===== src/rtl/decode_pipe_if.sv =====
// Valid/ready bus linking fetch, the decode pipe and execute.
// The master modport is the side that feeds fetch words and accepts decoded results.
interface decode_pipe_if #(
  parameter int XLEN     = 32,
  parameter int PC_WIDTH = 32
);
  logic                in_valid;
  logic                in_ready;
  logic [31:0]         in_code;
  logic [PC_WIDTH-1:0] in_pc;

  logic                out_valid;
  logic                out_ready;
  logic [PC_WIDTH-1:0] out_pc;
  logic [6:0]          out_opcode;
  logic [2:0]          out_func3;
  logic [6:0]          out_func7;
  logic [4:0]          out_rs1_num;
  logic [4:0]          out_rs2_num;
  logic [4:0]          out_rd_num;
  logic [XLEN-1:0]     out_imm;
  logic [2:0]          out_type;
  logic                out_wb_reg;
  logic                out_illegal;

  modport master (
    output in_valid, in_code, in_pc, out_ready,
    input  in_ready, out_valid, out_pc, out_opcode, out_func3, out_func7,
           out_rs1_num, out_rs2_num, out_rd_num, out_imm, out_type,
           out_wb_reg, out_illegal
  );

  modport slave (
    input  in_valid, in_code, in_pc, out_ready,
    output in_ready, out_valid, out_pc, out_opcode, out_func3, out_func7,
           out_rs1_num, out_rs2_num, out_rd_num, out_imm, out_type,
           out_wb_reg, out_illegal
  );
endinterface


===== src/rtl/decode_pipe.sv =====
// Pipelined RV32I decoder: a FIFO of raw fetch words feeding one registered decode stage.
// Decoding happens on the FIFO head so the output stage only ever loads finished fields.
module decode_pipe #(
  parameter int XLEN       = 32,
  parameter int PC_WIDTH   = 32,
  parameter int FIFO_DEPTH = 4
) (
  input  logic                          clk,
  input  logic                          rst_n,
  input  logic                          flush,
  decode_pipe_if.slave                  bus,
  output logic [$clog2(FIFO_DEPTH):0]   fifo_count
);
  localparam int PTR_W = $clog2(FIFO_DEPTH);
  localparam int CNT_W = PTR_W + 1;

  typedef enum logic [2:0] {
    TYPE_NONE = 3'd0,
    TYPE_R    = 3'd1,
    TYPE_I    = 3'd2,
    TYPE_S    = 3'd3,
    TYPE_B    = 3'd4,
    TYPE_U    = 3'd5,
    TYPE_J    = 3'd6
  } instr_type_e;

  logic [31:0]         codeMem_q [FIFO_DEPTH];
  logic [PC_WIDTH-1:0] pcMem_q   [FIFO_DEPTH];
  logic [PTR_W-1:0]    wrPtr_q, rdPtr_q;
  logic [CNT_W-1:0]    count_q, count_d;
  logic                push, pop;
  logic [31:0]         head;
  logic [31:0]         imm32;

  instr_type_e         type_d, type_q;
  logic [4:0]          rs1_d, rs2_d, rd_d;
  logic [4:0]          rs1_q, rs2_q, rd_q;
  logic [XLEN-1:0]     imm_d, imm_q;
  logic                wb_d, wb_q;
  logic                illegal_d, illegal_q;
  logic                valid_q;
  logic [PC_WIDTH-1:0] pc_q;
  logic [6:0]          opcode_q;
  logic [2:0]          func3_q;
  logic [6:0]          func7_q;

  // Full and empty are told apart by the count, so pointers simply wrap.
  assign bus.in_ready = (count_q < CNT_W'(FIFO_DEPTH));
  assign push         = bus.in_valid && bus.in_ready;
  assign pop          = (count_q != '0) && (!valid_q || bus.out_ready);
  assign count_d      = count_q + CNT_W'(push) - CNT_W'(pop);
  assign fifo_count   = count_q;
  assign head         = codeMem_q[rdPtr_q];

  always_ff @(posedge clk) begin
    if (push) begin
      codeMem_q[wrPtr_q] <= bus.in_code;
      pcMem_q[wrPtr_q]   <= bus.in_pc;
    end
  end

  always_ff @(posedge clk or negedge rst_n) begin
    if (!rst_n) begin
      wrPtr_q <= '0;
      rdPtr_q <= '0;
      count_q <= '0;
    end else if (flush) begin
      wrPtr_q <= '0;
      rdPtr_q <= '0;
      count_q <= '0;
    end else begin
      wrPtr_q <= wrPtr_q + PTR_W'(push);
      rdPtr_q <= rdPtr_q + PTR_W'(pop);
      count_q <= count_d;
    end
  end

  always_comb begin
    type_d    = TYPE_NONE;
    imm32     = '0;
    rs1_d     = '0;
    rs2_d     = '0;
    rd_d      = '0;
    wb_d      = 1'b0;
    illegal_d = 1'b0;
    case (head[6:0])
      7'b0000011, 7'b0010011, 7'b1100111,
      7'b1110011, 7'b0001111:               type_d = TYPE_I;
      7'b0110111, 7'b0010111:               type_d = TYPE_U;
      7'b0110011:                           type_d = TYPE_R;
      7'b0100011:                           type_d = TYPE_S;
      7'b1100011:                           type_d = TYPE_B;
      7'b1101111:                           type_d = TYPE_J;
      default:                              type_d = TYPE_NONE;
    endcase
    // Register fields are only exposed for formats that actually encode them.
    case (type_d)
      TYPE_R: begin
        rs1_d = head[19:15];
        rs2_d = head[24:20];
        rd_d  = head[11:7];
        wb_d  = 1'b1;
      end
      TYPE_I: begin
        rs1_d = head[19:15];
        rd_d  = head[11:7];
        wb_d  = 1'b1;
        imm32 = {{20{head[31]}}, head[31:20]};
      end
      TYPE_S: begin
        rs1_d = head[19:15];
        rs2_d = head[24:20];
        imm32 = {{20{head[31]}}, head[31:25], head[11:7]};
      end
      TYPE_B: begin
        rs1_d = head[19:15];
        rs2_d = head[24:20];
        imm32 = {{19{head[31]}}, head[31], head[7], head[30:25], head[11:8], 1'b0};
      end
      TYPE_U: begin
        rd_d  = head[11:7];
        wb_d  = 1'b1;
        imm32 = {head[31:12], 12'b0};
      end
      TYPE_J: begin
        rd_d  = head[11:7];
        wb_d  = 1'b1;
        imm32 = {{11{head[31]}}, head[31], head[19:12], head[20], head[30:21], 1'b0};
      end
      default: illegal_d = 1'b1;
    endcase
    imm_d = XLEN'($signed(imm32));
  end

  // Flush beats load; fields hold while the stage is stalled.
  always_ff @(posedge clk or negedge rst_n) begin
    if (!rst_n) begin
      valid_q   <= 1'b0;
      pc_q      <= '0;
      opcode_q  <= '0;
      func3_q   <= '0;
      func7_q   <= '0;
      rs1_q     <= '0;
      rs2_q     <= '0;
      rd_q      <= '0;
      imm_q     <= '0;
      type_q    <= TYPE_NONE;
      wb_q      <= 1'b0;
      illegal_q <= 1'b0;
    end else if (flush) begin
      valid_q <= 1'b0;
    end else if (pop) begin
      valid_q   <= 1'b1;
      pc_q      <= pcMem_q[rdPtr_q];
      opcode_q  <= head[6:0];
      func3_q   <= head[14:12];
      func7_q   <= head[31:25];
      rs1_q     <= rs1_d;
      rs2_q     <= rs2_d;
      rd_q      <= rd_d;
      imm_q     <= imm_d;
      type_q    <= type_d;
      wb_q      <= wb_d;
      illegal_q <= illegal_d;
    end else if (valid_q && bus.out_ready) begin
      valid_q <= 1'b0;
    end
  end

  assign bus.out_valid   = valid_q;
  assign bus.out_pc      = pc_q;
  assign bus.out_opcode  = opcode_q;
  assign bus.out_func3   = func3_q;
  assign bus.out_func7   = func7_q;
  assign bus.out_rs1_num = rs1_q;
  assign bus.out_rs2_num = rs2_q;
  assign bus.out_rd_num  = rd_q;
  assign bus.out_imm     = imm_q;
  assign bus.out_type    = type_q;
  assign bus.out_wb_reg  = wb_q;
  assign bus.out_illegal = illegal_q;
endmodule


===== src/flat_wrapper.sv =====
// flat-port wrapper written by rule: the top's interface ports become plain ports
module decode_pipe_flat 
#(
  parameter int XLEN       = 32,
  parameter int PC_WIDTH   = 32,
  parameter int FIFO_DEPTH = 4
)
  (clk, rst_n, flush, fifo_count, bus_in_valid, bus_in_code, bus_in_pc, bus_out_ready, bus_in_ready, bus_out_valid, bus_out_pc, bus_out_opcode, bus_out_func3, bus_out_func7, bus_out_rs1_num, bus_out_rs2_num, bus_out_rd_num, bus_out_imm, bus_out_type, bus_out_wb_reg, bus_out_illegal);
  decode_pipe_if #(.XLEN(XLEN), .PC_WIDTH(PC_WIDTH)) bus_i ();
  input  logic clk;
  input  logic rst_n;
  input  logic flush;
  output logic [$clog2(FIFO_DEPTH):0] fifo_count;
  input wire logic [$bits(bus_i.in_valid)-1:0] bus_in_valid;
  input wire logic [$bits(bus_i.in_code)-1:0] bus_in_code;
  input wire logic [$bits(bus_i.in_pc)-1:0] bus_in_pc;
  input wire logic [$bits(bus_i.out_ready)-1:0] bus_out_ready;
  output wire logic [$bits(bus_i.in_ready)-1:0] bus_in_ready;
  output wire logic [$bits(bus_i.out_valid)-1:0] bus_out_valid;
  output wire logic [$bits(bus_i.out_pc)-1:0] bus_out_pc;
  output wire logic [$bits(bus_i.out_opcode)-1:0] bus_out_opcode;
  output wire logic [$bits(bus_i.out_func3)-1:0] bus_out_func3;
  output wire logic [$bits(bus_i.out_func7)-1:0] bus_out_func7;
  output wire logic [$bits(bus_i.out_rs1_num)-1:0] bus_out_rs1_num;
  output wire logic [$bits(bus_i.out_rs2_num)-1:0] bus_out_rs2_num;
  output wire logic [$bits(bus_i.out_rd_num)-1:0] bus_out_rd_num;
  output wire logic [$bits(bus_i.out_imm)-1:0] bus_out_imm;
  output wire logic [$bits(bus_i.out_type)-1:0] bus_out_type;
  output wire logic [$bits(bus_i.out_wb_reg)-1:0] bus_out_wb_reg;
  output wire logic [$bits(bus_i.out_illegal)-1:0] bus_out_illegal;
  assign bus_i.in_valid = bus_in_valid;
  assign bus_i.in_code = bus_in_code;
  assign bus_i.in_pc = bus_in_pc;
  assign bus_i.out_ready = bus_out_ready;
  assign bus_in_ready = bus_i.in_ready;
  assign bus_out_valid = bus_i.out_valid;
  assign bus_out_pc = bus_i.out_pc;
  assign bus_out_opcode = bus_i.out_opcode;
  assign bus_out_func3 = bus_i.out_func3;
  assign bus_out_func7 = bus_i.out_func7;
  assign bus_out_rs1_num = bus_i.out_rs1_num;
  assign bus_out_rs2_num = bus_i.out_rs2_num;
  assign bus_out_rd_num = bus_i.out_rd_num;
  assign bus_out_imm = bus_i.out_imm;
  assign bus_out_type = bus_i.out_type;
  assign bus_out_wb_reg = bus_i.out_wb_reg;
  assign bus_out_illegal = bus_i.out_illegal;
  decode_pipe #(.XLEN(XLEN), .PC_WIDTH(PC_WIDTH), .FIFO_DEPTH(FIFO_DEPTH)) u_core (.clk(clk), .rst_n(rst_n), .flush(flush), .bus(bus_i), .fifo_count(fifo_count));
endmodule

===== config.mk =====
export PLATFORM = sky130hd
export DESIGN_NAME = decode_pipe_flat
export DESIGN_NICKNAME = d
export VERILOG_FILES = /design/src/rtl/decode_pipe_if.sv /design/src/rtl/decode_pipe.sv /design/src/flat_wrapper.sv
export SDC_FILE = /design/constraint.sdc
export NUM_CORES = 1
export LEC_CHECK = 0
export BUFFER_PORTS_ARGS = -buffer_cell sky130_fd_sc_hd__clkbuf_2
export CORE_MARGIN = 2
export CORE_UTILIZATION = 47
export DETAILED_ROUTE_END_ITERATION = 10
export PLACE_DENSITY = 0.67
export SLEW_MARGIN = 20
export SYNTH_ARGS = -nofsm -noshare
export SYNTH_HDL_FRONTEND = slang
export SYNTH_SLANG_ARGS = --single-unit

===== constraint.sdc =====
create_clock -name clk -period 6.94 [get_ports clk]
set_input_delay 1.041 -clock clk [delete_from_list [all_inputs] [get_ports clk]]
set_output_delay 1.041 -clock clk [all_outputs]
set_load 0.02 [all_outputs]

==> flow_summary.toml <==
[outcome]
status = "finished, final reports clean"

[clocking]
cts_tree = "built"
h-tree-depth = 2
postCtsResizedCells = 0
clk_path_buf_depth = 3
cts_root_buffer = "clkbuf_16"
clkLatencyLatePin_ns = 0.52
cts.sinks = 365
cts.clk_slew.worst_paths_ns = 0.06
cts_setup_buffers = 0
cts_hold_buf = 0
cts-buffers-inserted = 38

[timing]
hold_viol = 0
drv_slew = 0
max_freq_mhz = 281
fin_crit_sh = 0.513
fin_setup_tns_ns = 0
worst_pin_slew_ns = 1.06
fin_skew_ns = 0.0285
rsz0062_at_grt = "false"
min_period_ns = 3.56
setup_viol = 0
relSlewSlack = 0.295

[route]
drt_iter0_drc = 509
first_pass_iters = 5
drc = 0
vias_per_cell = 5.43
wirelength_um = 29400
ant_nets = 0
via_count = 7576
avgRoutedWirePerCell_um = 21.1

[placement]
gp_congestion = 0.862
dp_hpwl_um = 17900
port_buffers = 174

[die]
core_um2 = 28800
die_y_um = 175
dieArea_um2 = 30700
placementRows = 62
start_util = 0.479
ios = 175
die_x_um = 175

[finish]
synthToLayoutAreaGrowth_pct = 18.6
n_antenna_cell = 0
drive_gt1_frac = 0.319
final_cell_mix = "edfxtp_1, nand2_1, clkbuf_2"
top_regs = "u_core.codeMem_q (128), u_core.pcMem_q (128)"
final_util = 0.568
nets = 1057
layout_commonest_cell = "edfxtp_1"

[synthesis]
ys_seq_area_frac = 0.755
syn-cell-area_um2 = 13800
synth_top_cell_by_area = "edfxtp_1"
synth_seq_cells = 365
yosysWarnings = 0
syn-num-nets = 875
ys.flop_type = "edfxtp_1"
yosys.area.top_type_share = 0.557
synth-edff-count = 256
ys_types = 52
avgSynthCellArea_um2 = 17.2
synthCells = 801
synthArstFlopShare = 0.299
synth.area.top_cells = "edfxtp_1, dfrtp_1, mux4_2"

[power_and_ir_drop]
p_sw_mw = 2.27
p_leak_nw = 6.36
ir_drop_mv = 0.229
swShare = 0.325
p_per_area_nw_per_um2 = 428
power_frac_seq = 0.438
pwr-share-clk = 0.293
power_frac_comb = 0.269
p_int_mw = 4.72

[setup_path]
reg2reg_depth = 6
reg2reg_slack_ns = 3.38
timing.rr.start = "u_core.rdPtr_q[0]"
end_kind = "register"
startpoint_type = "register"
crit_arrival_ns = 3.89
cp_max_fo = 35
worst_r2r_endpoint = "u_core.bus.out_imm[24]"
critPathKind = "register to register"
required_ns = 7.27

[run]
maxCapViolations = 0

[grt]
grt_pass1_wl_um = 45400
grt_pass1_vias = 7630
grt_max_degree = 110
gr-total-overflow = 0
track_usage = 0.194
grt_antenna_before_repair = 1

[worst_hold_path]
min_to = "u_core.bus.out_pc[4]"
hold_class = "register to register"
holdPathStages = 2
worstHoldStart = "u_core.bus.out_pc[4]"
-- through the flow --
step / cell area [µm²] / instances / hold WS (ns) / power (mW) / setup WS, ns
after floorplan: 13800 / 801 / 0.554 / 4.36 / 0.331
after global placement: 15100 / 1327 / 0.460 / 4.97 / 3.36
after detailed placement: 15100 / 1327 / 0.461 / 5.01 / 3.27
after CTS: 16300 / 1395 / 0.478 / 7.07 / 3.30
after global routing: 16400 / 1395 / 0.501 / 7.34 / 2.99
final: 16400 / 1395 / 0.472 / 6.99 / 3.38
-- final cells by class --
cell class                      instances  area, µm²
Clock buffer                           51       1080
Clock inverter                         17        201
Fill cell                            2239      12400
Inverter                               10       37.5
Multi-Input combinational cell        388       3210
Sequential cell                       365      10400
Tap cell                              384        480
Timing Repair Buffer                  180        925
-- synthesized netlist by cell type (2+ instances only) --
library cell	count
a21oi_1	19
a21oi_2	2
a221o_1	4
a22o_1	22
a22oi_1	8
a31oi_1	2
buf_1	3
buf_2	11
clkbuf_1	22
dfrtp_1	109
edfxtp_1	256
ha_1	4
inv_1	10
mux4_2	64
nand2_1	173
nand3_1	4
nor2_1	26
nor2b_1	10
nor3_1	2
nor4_4	2
o21ai_0	11
o22ai_1	2
o31ai_1	2
xnor2_1	5
-- worst max path at each step --
stage | slack [ns] | cells after the start | from | to
after floorplan | 0.33 | 2 | bus_in_valid | u_core.codeMem_q[0][0]
after global placement | 3.36 | 6 | flush | u_core.bus.out_imm[7]
after detailed placement | 3.27 | 6 | flush | u_core.bus.out_imm[5]
after CTS | 3.30 | 6 | u_core.rdPtr_q[0] | u_core.bus.out_imm[24]
after global routing | 2.99 | 6 | u_core.rdPtr_q[0] | u_core.bus.out_imm[24]
final | 3.38 | 6 | u_core.rdPtr_q[0] | u_core.bus.out_imm[24]
-- power by group through the flow --
stage	clock network, mW	registers [mW]	logic, mW
finish	2.05	3.06	1.88
global route	2.17	3.11	2.05
CTS	2.09	3.07	1.90
detailed placement	0	3.11	1.90
global placement	0	3.10	1.88
floorplan	0	3.25	1.11
-- layer usage --
metal | track usage | vias to the layer above | share of wire
li1 | - | 3409 | -
met1 | 0.277 | 3874 | 0.43
met2 | 0.303 | 244 | 0.48
met3 | 0.0463 | 47 | 0.067
met4 | 0.0524 | 2 | 0.022
met5 | 0 | - | 0.00048
-- kinds of logic (layout without fill, tap and decap cells) --
kind of cell / after synthesis / count (layout) / synth area share
AND/OR/NAND/NOR: 227 / 227 / 0.0698
multiplexers: 64 / 64 / 0.105
AO/OA/AOI/OAI: 86 / 86 / 0.0467
XOR/XNOR: 6 / 6 / 0.00381
flip-flops: 365 / 365 / 0.755
buffers and inverters: 48 / 258 / 0.0149
adder cells (fa/ha/maj): 5 / 5 / 0.00508
-- critical path: stages, from the launching register on --
cell and delay, ns:
dfrtp_4 0.90, buf_4 0.66, mux4_2 0.63, nand2_1 0.24, a21oi_1 0.10, a21oi_1 0.68
a21oi_1 0.16
No activity file was read; power rests on OpenSTA's default activity.
